### src/rtl/bidir_bus_ctrl.sv
// ============================================================================
// Module      : bidir_bus_ctrl
// Description : Turnaround-safe sequencer for a bidirectional IOBUF pad bus
//               arbitrating one write and one read requester.
//               Optional macro BIDIR_BUS_CTRL_SYNC_EN adds a 2-flop pad_i
//               synchronizer and stretches SAMPLE to 3 cycles.
// Revision    : 1.0 - initial release
// ============================================================================
`default_nettype none

module bidir_bus_ctrl #(
    parameter int WIDTH       = 8,
    parameter int HOLD_CYCLES = 1,
    parameter int TURN_CYCLES = 2
) (
    input  logic             clk,
    input  logic             reset,
    input  logic             wr_valid,
    output logic             wr_ready,
    input  logic [WIDTH-1:0] wr_data,
    input  logic             rd_valid,
    output logic             rd_ready,
    output logic             rsp_valid,
    output logic [WIDTH-1:0] rsp_data,
    output logic [WIDTH-1:0] pad_o,
    output logic [WIDTH-1:0] pad_t,
    input  logic [WIDTH-1:0] pad_i,
    output logic             busy
);

    typedef enum logic [1:0] {
        ST_IDLE   = 2'd0,
        ST_DRIVE  = 2'd1,
        ST_PARK   = 2'd2,
        ST_SAMPLE = 2'd3
    } state_t;

    localparam logic [3:0] c_hold = (HOLD_CYCLES < 1) ? 4'd1 : HOLD_CYCLES[3:0];
    localparam logic [3:0] c_turn = (TURN_CYCLES < 1) ? 4'd1 : TURN_CYCLES[3:0];
`ifdef BIDIR_BUS_CTRL_SYNC_EN
    localparam logic [3:0] c_sample = 4'd3;
`else
    localparam logic [3:0] c_sample = 4'd1;
`endif

    state_t           r_state;
    state_t           w_next_state;
    logic [3:0]       r_cnt;
    logic [3:0]       w_next_cnt;
    logic             r_drive;
    logic             r_prio_wr;
    logic [WIDTH-1:0] r_pad_o;
    logic             r_rsp_valid;
    logic [WIDTH-1:0] r_rsp_data;
    logic             w_wr_ready;
    logic             w_rd_ready;
    logic             w_capture;
    logic             w_last;
    logic [WIDTH-1:0] w_sample_src;

`ifdef BIDIR_BUS_CTRL_SYNC_EN
    logic [WIDTH-1:0] r_sync1;
    logic [WIDTH-1:0] r_sync2;

    always_ff @(posedge clk) begin
        if (reset) begin
            r_sync1 <= '0;
            r_sync2 <= '0;
        end else begin
            r_sync1 <= pad_i;
            r_sync2 <= r_sync1;
        end
    end

    assign w_sample_src = r_sync2;
`else
    assign w_sample_src = pad_i;
`endif

    // A zero count can only follow reset; treat it as the final cycle.
    assign w_last = (r_cnt <= 4'd1);

    always_comb begin
        w_next_state = r_state;
        w_next_cnt   = r_cnt;
        w_wr_ready   = 1'b0;
        w_rd_ready   = 1'b0;
        w_capture    = 1'b0;
        case (r_state)
            ST_IDLE: begin
                if (wr_valid && (!rd_valid || r_prio_wr)) begin
                    w_wr_ready   = 1'b1;
                    w_next_state = ST_DRIVE;
                    w_next_cnt   = c_hold;
                end else if (rd_valid) begin
                    w_rd_ready   = 1'b1;
                    w_next_state = ST_SAMPLE;
                    w_next_cnt   = c_sample;
                end
            end
            ST_DRIVE: begin
                if (!w_last) begin
                    w_next_cnt = r_cnt - 4'd1;
                end else if (wr_valid && !rd_valid) begin
                    // Streaming write: keep driving without a park gap.
                    w_wr_ready = 1'b1;
                    w_next_cnt = c_hold;
                end else begin
                    w_next_state = ST_PARK;
                    w_next_cnt   = c_turn;
                end
            end
            ST_PARK: begin
                if (w_last) begin
                    w_next_state = ST_IDLE;
                    w_next_cnt   = 4'd0;
                end else begin
                    w_next_cnt = r_cnt - 4'd1;
                end
            end
            ST_SAMPLE: begin
                if (w_last) begin
                    w_capture    = 1'b1;
                    w_next_state = ST_IDLE;
                    w_next_cnt   = 4'd0;
                end else begin
                    w_next_cnt = r_cnt - 4'd1;
                end
            end
            default: begin
                w_next_state = ST_IDLE;
                w_next_cnt   = 4'd0;
            end
        endcase
    end

    always_ff @(posedge clk) begin
        if (reset) begin
            r_state     <= ST_IDLE;
            r_cnt       <= 4'd0;
            r_drive     <= 1'b0;
            r_prio_wr   <= 1'b1;
            r_pad_o     <= '0;
            r_rsp_valid <= 1'b0;
            r_rsp_data  <= '0;
        end else begin
            r_state     <= w_next_state;
            r_cnt       <= w_next_cnt;
            r_drive     <= (w_next_state == ST_DRIVE);
            r_rsp_valid <= w_capture;
            if (w_wr_ready) begin
                r_pad_o   <= wr_data;
                r_prio_wr <= 1'b0;
            end else if (w_rd_ready) begin
                r_prio_wr <= 1'b1;
            end
            if (w_capture) begin
                r_rsp_data <= w_sample_src;
            end
        end
    end

    assign wr_ready  = w_wr_ready;
    assign rd_ready  = w_rd_ready;
    assign pad_t     = {WIDTH{~r_drive}};
    assign pad_o     = r_pad_o;
    assign rsp_valid = r_rsp_valid;
    assign rsp_data  = r_rsp_data;
    assign busy      = (r_state != ST_IDLE);

endmodule

`default_nettype wire

### config.mk
export PLATFORM = sky130hd
export DESIGN_NAME = bidir_bus_ctrl
export DESIGN_NICKNAME = d
export VERILOG_FILES = /design/src/rtl/bidir_bus_ctrl.sv
export SDC_FILE = /design/constraint.sdc
export NUM_CORES = 1
export LEC_CHECK = 0
export ABC_AREA = 1
export BUFFER_PORTS_ARGS = -buffer_cell sky130_fd_sc_hd__clkbuf_2
export CAP_MARGIN = 10
export CORE_MARGIN = 2
export CORE_UTILIZATION = 50
export DETAILED_ROUTE_END_ITERATION = 7
export PLACE_DENSITY = 0.81
export SLEW_MARGIN = 15
export SYNTH_ARGS = -nofsm -noshare
export SYNTH_HDL_FRONTEND = slang
export SYNTH_SLANG_ARGS = --single-unit
### constraint.sdc
create_clock -name clk -period 2.4 [get_ports clk]
set_input_delay 0.72 -clock clk [delete_from_list [all_inputs] [get_ports clk]]
set_output_delay 0.72 -clock clk [all_outputs]
set_load 0.01 [all_outputs]
; Yosys cells after proc, flatten, opt, wreduce, memory -nomap -nowiden
; Index checks and enable logic that the tools add are counted.
[word_totals]
reg_bits = 25
latch_bits = 0
mem_bits_rw = 0
rom_bits = 0
input_bits = 20
out_inout_bits = 28
wordCells = 46
n_memories = 0
[op_classes]
n_addsub = 1
mul = 0
div_mod_pow = 0
n_lt_le_gt_ge = 1
eq_ne = 5
shifts = 0
mux = 23
bitwise_logic = 1
reduce_logical = 8
[op_table]
columns = operator, n
row1 = 4-bit two-way mux, 4
row2 = 2-bit two-way mux, 6
row3 = 4-bit one-hot mux with 3 select lines, 1
row4 = 1-bit two-way mux, 10
row5 = 2-bit one-hot mux with 3 select lines, 1
row6 = "2-bit by 1-bit == test with 1-bit output, second input constant", 2
row7 = "2-bit == test, second input constant", 2
row8 = "4-bit by 1-bit <= comparator with 1-bit output, second input constant", 1
row9 = 2-bit nonzero test, 2
row10 = "4-bit by 1-bit subtractor with 4-bit output, second input constant", 1
row11 = "3-bit inequality test, second input constant", 1
row12 = 1-bit logical AND, 2
row13 = 2-bit logical NOT, 1
row14 = 1-bit one-hot mux with 2 select lines, 1
row15 = 2-bit OR reduction, 1
row16 = 1-bit logical NOT, 1
row17 = 1-bit logical OR, 1
row18 = 1-bit NOT, 1

; Logic depth before layout (Yosys ltp)
[depth]
depth_word = 7
mapped_depth = 9
mapped_depth_nobuf = 9

; Worst setup path before layout
; Ideal clock, no wire load.
[synth_path]
path_type = input to output
startpoint = in wr_valid
endpoint = out wr_ready
arrival_ns = 1.169
slack_ns = 0.511
path_stages = 4
cell_sequence = inv_1 > nor2_2 > nand3_4 > nand2_1
[synth_via]
elab_chain_cells = 4
elab_cells_between_ends = 6
cone_classes = mux: 4 / reduce/logical: 2
[synth_lines]
columns = element, line
row1 = "start, declared", 18  ; input logic wr_valid,
row2 = 1-bit logical AND, 104  ; end else if (wr_valid && !rd_valid) begin
row3 = 1-bit two-way mux, 104
row4 = 1-bit two-way mux, 102  ; if (!w_last) begin
row5 = 1-bit one-hot mux with 2 select lines *, 89  ; case (r_state)
row6 = "end, declared", 19  ; output logic wr_ready,
; Every way passes the cells marked *; elsewhere a longest branch is shown, timed or not.

; Worst setup path in the final report
[layout_path]
startpoint = reg r_cnt[0]
endpoint = out wr_ready
[layout_via]
elab_chain_cells = 3
[layout_lines]
columns = element, line
row1 = "start, declared", 48  ; logic [3:0] r_cnt;
row2 = "start signal, assigned", 148  ; r_cnt <= w_next_cnt;
row3 = 4-bit by 1-bit <= comparator with 1-bit output, 81  ; assign w_last = (r_cnt <= 4'd1);
row4 = 1-bit two-way mux, 102
row5 = 1-bit one-hot mux with 2 select lines, 89
; No other way between the ends.

==> results.md <==
* Worst Tran Pin Value at roughly 0.38 ns
* Worst-path clk slew at approximately 0.14 ns
* Seq/Total Area, Yosys at between 30% and 40%
* CTS root buf: clkbuf_4
* CTS resizes at 0
* IO Pins at 48
* Total grt overflow at 0
* Netlist cell types at 21
* WL/cell at about 10 um
* Post-synth top area share at between 30% and 40%
* Post-DP HPWL at ~1900 um
* Met2 Usage GRT at between 30% and 40%
* Mux cell area share after synthesis at 0%
* RR Endpoint: rsp_data[4]$_SDFFE_PP0P_
* Setup TNS at 0 ns
* Core Region at around 2400 sq um
* RR Startpoint: r_cnt[0]$_SDFFE_PP0P_
* Share of cells above drive strength 1 at between 30% and 40%
* Synth Register Bits at 25
* EDFF count, synth at 0
* GR Util All Layers at 19.86%
* DR iter-0 viols at 16
* Top cells by area, synth: dfxtp_1 40%, nand2_1 13%, nand3_1 8.7%, a21oi_1 7.5%, inv_1 6.8%
* HP Class: reg -> reg
* Die Y-Extent at between 50 and 60 um
* TritonCTS Buffers at 3
* Crit end category: primary output
* RSZ-0062 raised after global routing: false
* Post-Syn Area per Cell at between 7 and 8 sq um
* Placed cells at about 250
* Place WS at ~0.31 ns
* # clock sinks at 25
* ANT cells at 0
* GRT met1 Usage at 26.32%
* Final setup margin at approximately 0.14 ns
* Flop2flop setup slack at ~0.8 ns
* Synth Area in Compound Gates at under 10%
* Max_slew headroom at approximately 75%
* H-Tree Depth at 1
* Synth Area in XOR/XNOR at 0%
* Final setup viols at 0
* Fmax at around 440 MHz
* Leak at between 0.7 and 0.8 nW
* Placed inst area at 1455 sq um
* Final ANT Viol Nets at 0
* Die Span X at around 54 um
* Hold EP: rsp_data[3]$_SDFFE_PP0P_
* Antenna violations before repair at 0
* CP Class: reg -> out
* Crit path max fanout at 4
* Fin area at between 1000 and 1500 sq um
* CP arrival at roughly 1.5 ns
* Syn Nets at 201
* Post-Route Skew at between 0.002 and 0.0025 ns
* Max-cap violations at 0
* Fraction of registers with async set/reset at 0%
* Via count at between 1,000 and 1,500
* Total Die Area at just under 3000 sq um
* Residual DRC at 0
* Top FF cell, synth: dfxtp_1
* Global-route wire length before repair at between 4000 and 5000 um
* Worst hold path startpoint: rsp_data[3]$_SDFFE_PP0P_
* Post-Layout Cell Count at 251
* Total setup buffers inserted after CTS at 1
* Grt peak-use layer: met2
* Maximum buffer depth of the clock tree at 2
* PwrDens at approximately 900 nW/um^2
* Synth cell count leaders: 42 x nand2_1, 25 x dfxtp_1, 23 x inv_1
* Post-CTS Hold Fix Bufs at 0
* CP Data Required Time at ~1.7 ns
* Period utilization at a little over nine tenths
* Vias in the first global route at 1,037
* Area Growth Syn to Fin at 18.35%
* Final Hold Fails at 0
* Clk Latency, worst-skew pair at slightly above 0.3 ns
* Largest family of logic cells by synthesized area: simple AND/OR/NAND/NOR gates
* Critical path startpoint category: register
* Hold depth at 2
* Cells after Synth at between 150 and 200
* Fin crit period at about 2.3 ns
* Status: finished clean
* Reg2reg path depth at 8
* Row cnt at 18
* Drt total wl at 2595 um
* Area of the mapped netlist at around 1300 sq um
* Nets at 244
* CTS tree: yes
* Synth Warn # at 0
* Most frequent cell after synthesis: nand2_1
* Starting Density at 51.85%
* Slew Limit Fails at 0
* Pin count of the biggest net entering global routing at 17
* I/O Buffers at 47
* Post-Synth Adder-Cell Area at under 10%
* RePlAce Congestion at between 0.8 and 0.9
* Post-synthesis simple-gate area fraction at 33.43%
* Via density at between 4 and 5
* Max IR drop VDD at 575.1 uV
* Met3 usage at between 2 and 2.5%
* Area leader, netlist: dfxtp_1
* Pre-Repair DR Iteration Count at 4
## placed cells by master, fill, tap and decap left out, types with 2 or more instances in the layout
master / count
nand3_2: 2
nor2_1: 15
a21oi_1: 19
clkbuf_4: 3
nor2_4: 2
ha_1: 2
clkbuf_2: 47
nor2_2: 2
nand3_1: 22
inv_2: 3
nand2_2: 3
buf_4: 3
dfxtp_1: 25
inv_1: 23
o21ai_0: 2
nand2_1: 42
## routing by layer
metal | share of wire [%] | vias up | wire length (um)
met5 | 0 | - | 0
met4 | 0.39 | 0 | 10
met3 | 5.8 | 2 | 150
met2 | 49 | 36 | 1281
met1 | 44 | 542 | 1152
li1 | - | 645 | -
## report_power, final
part | switching [W] | total [W] | internal, W
Combinational | 0.000378 | 0.000613 | 0.000235
Sequential | 0.0000526 | 0.000541 | 0.000489
Clock | 0.000128 | 0.000192 | 0.0000635
Total | 0.000559 | 0.00135 | 0.000787
## logic make-up (layout without fill, tap and decap cells)
group / count (synthesis) / count (layout)
AO/OA/AOI/OAI: 23 / 23
adder cells (fa/ha/maj): 2 / 2
buffers and inverters: 39 / 81
flip-flops: 25 / 25
AND/OR/NAND/NOR: 90 / 90
## critical path: stages (launching register included)
cell and delay (ns):
dfxtp_1 0.39, inv_1 0.10, ha_1 0.23, nor2_1 0.19
nor2_4 0.06, nand3_4 0.06, nand2_1 0.06, clkbuf_2 0.13
## sequential cells by signal, summed over array words and instances (netlist names)
register and cells:
rsp_data 8, rsp_valid 1, pad_o 8, r_cnt 4, r_prio_wr 1, r_drive 1
r_state 2
## final cells by class
class | count | area (sq um)
multi-input cells | 115 | 565.5
flip-flops and latches | 25 | 500.5
fillers | 257 | 939.7
repair buffers | 50 | 257.7
clock inverters | 1 | 7.507
inverters | 27 | 101.3
clock buffers | 3 | 22.52
well taps | 30 | 37.54
## metrics by stage
| stage | util, % | hold WS [ns] | total power, W |
|---|---|---|---|
| final | 61.37 | 0.4729 | 0.001346 |
| after global routing | 61.37 | 0.4863 | 0.001479 |
| after floorplan | - | 0.4569 | 0.001027 |
| after detailed placement | 59.83 | 0.4566 | 0.001151 |
| after CTS | 61.37 | 0.4774 | 0.001367 |
| after global placement | 59.83 | 0.4518 | 0.001136 |
## worst max-delay path by stage
stage,start,to,slack [ns],cells past startpoint
floorplan,wr_valid,wr_ready,0.51,4
global placement,wr_valid,wr_ready,0.32,6
detailed placement,wr_valid,wr_ready,0.31,6
CTS,r_cnt[0]$_SDFFE_PP0P_,wr_ready,0.14,7
global route,r_cnt[0]$_SDFFE_PP0P_,wr_ready,0.05,7
finish,r_cnt[0]$_SDFFE_PP0P_,wr_ready,0.14,7
Power figures use the tool's default switching activity.
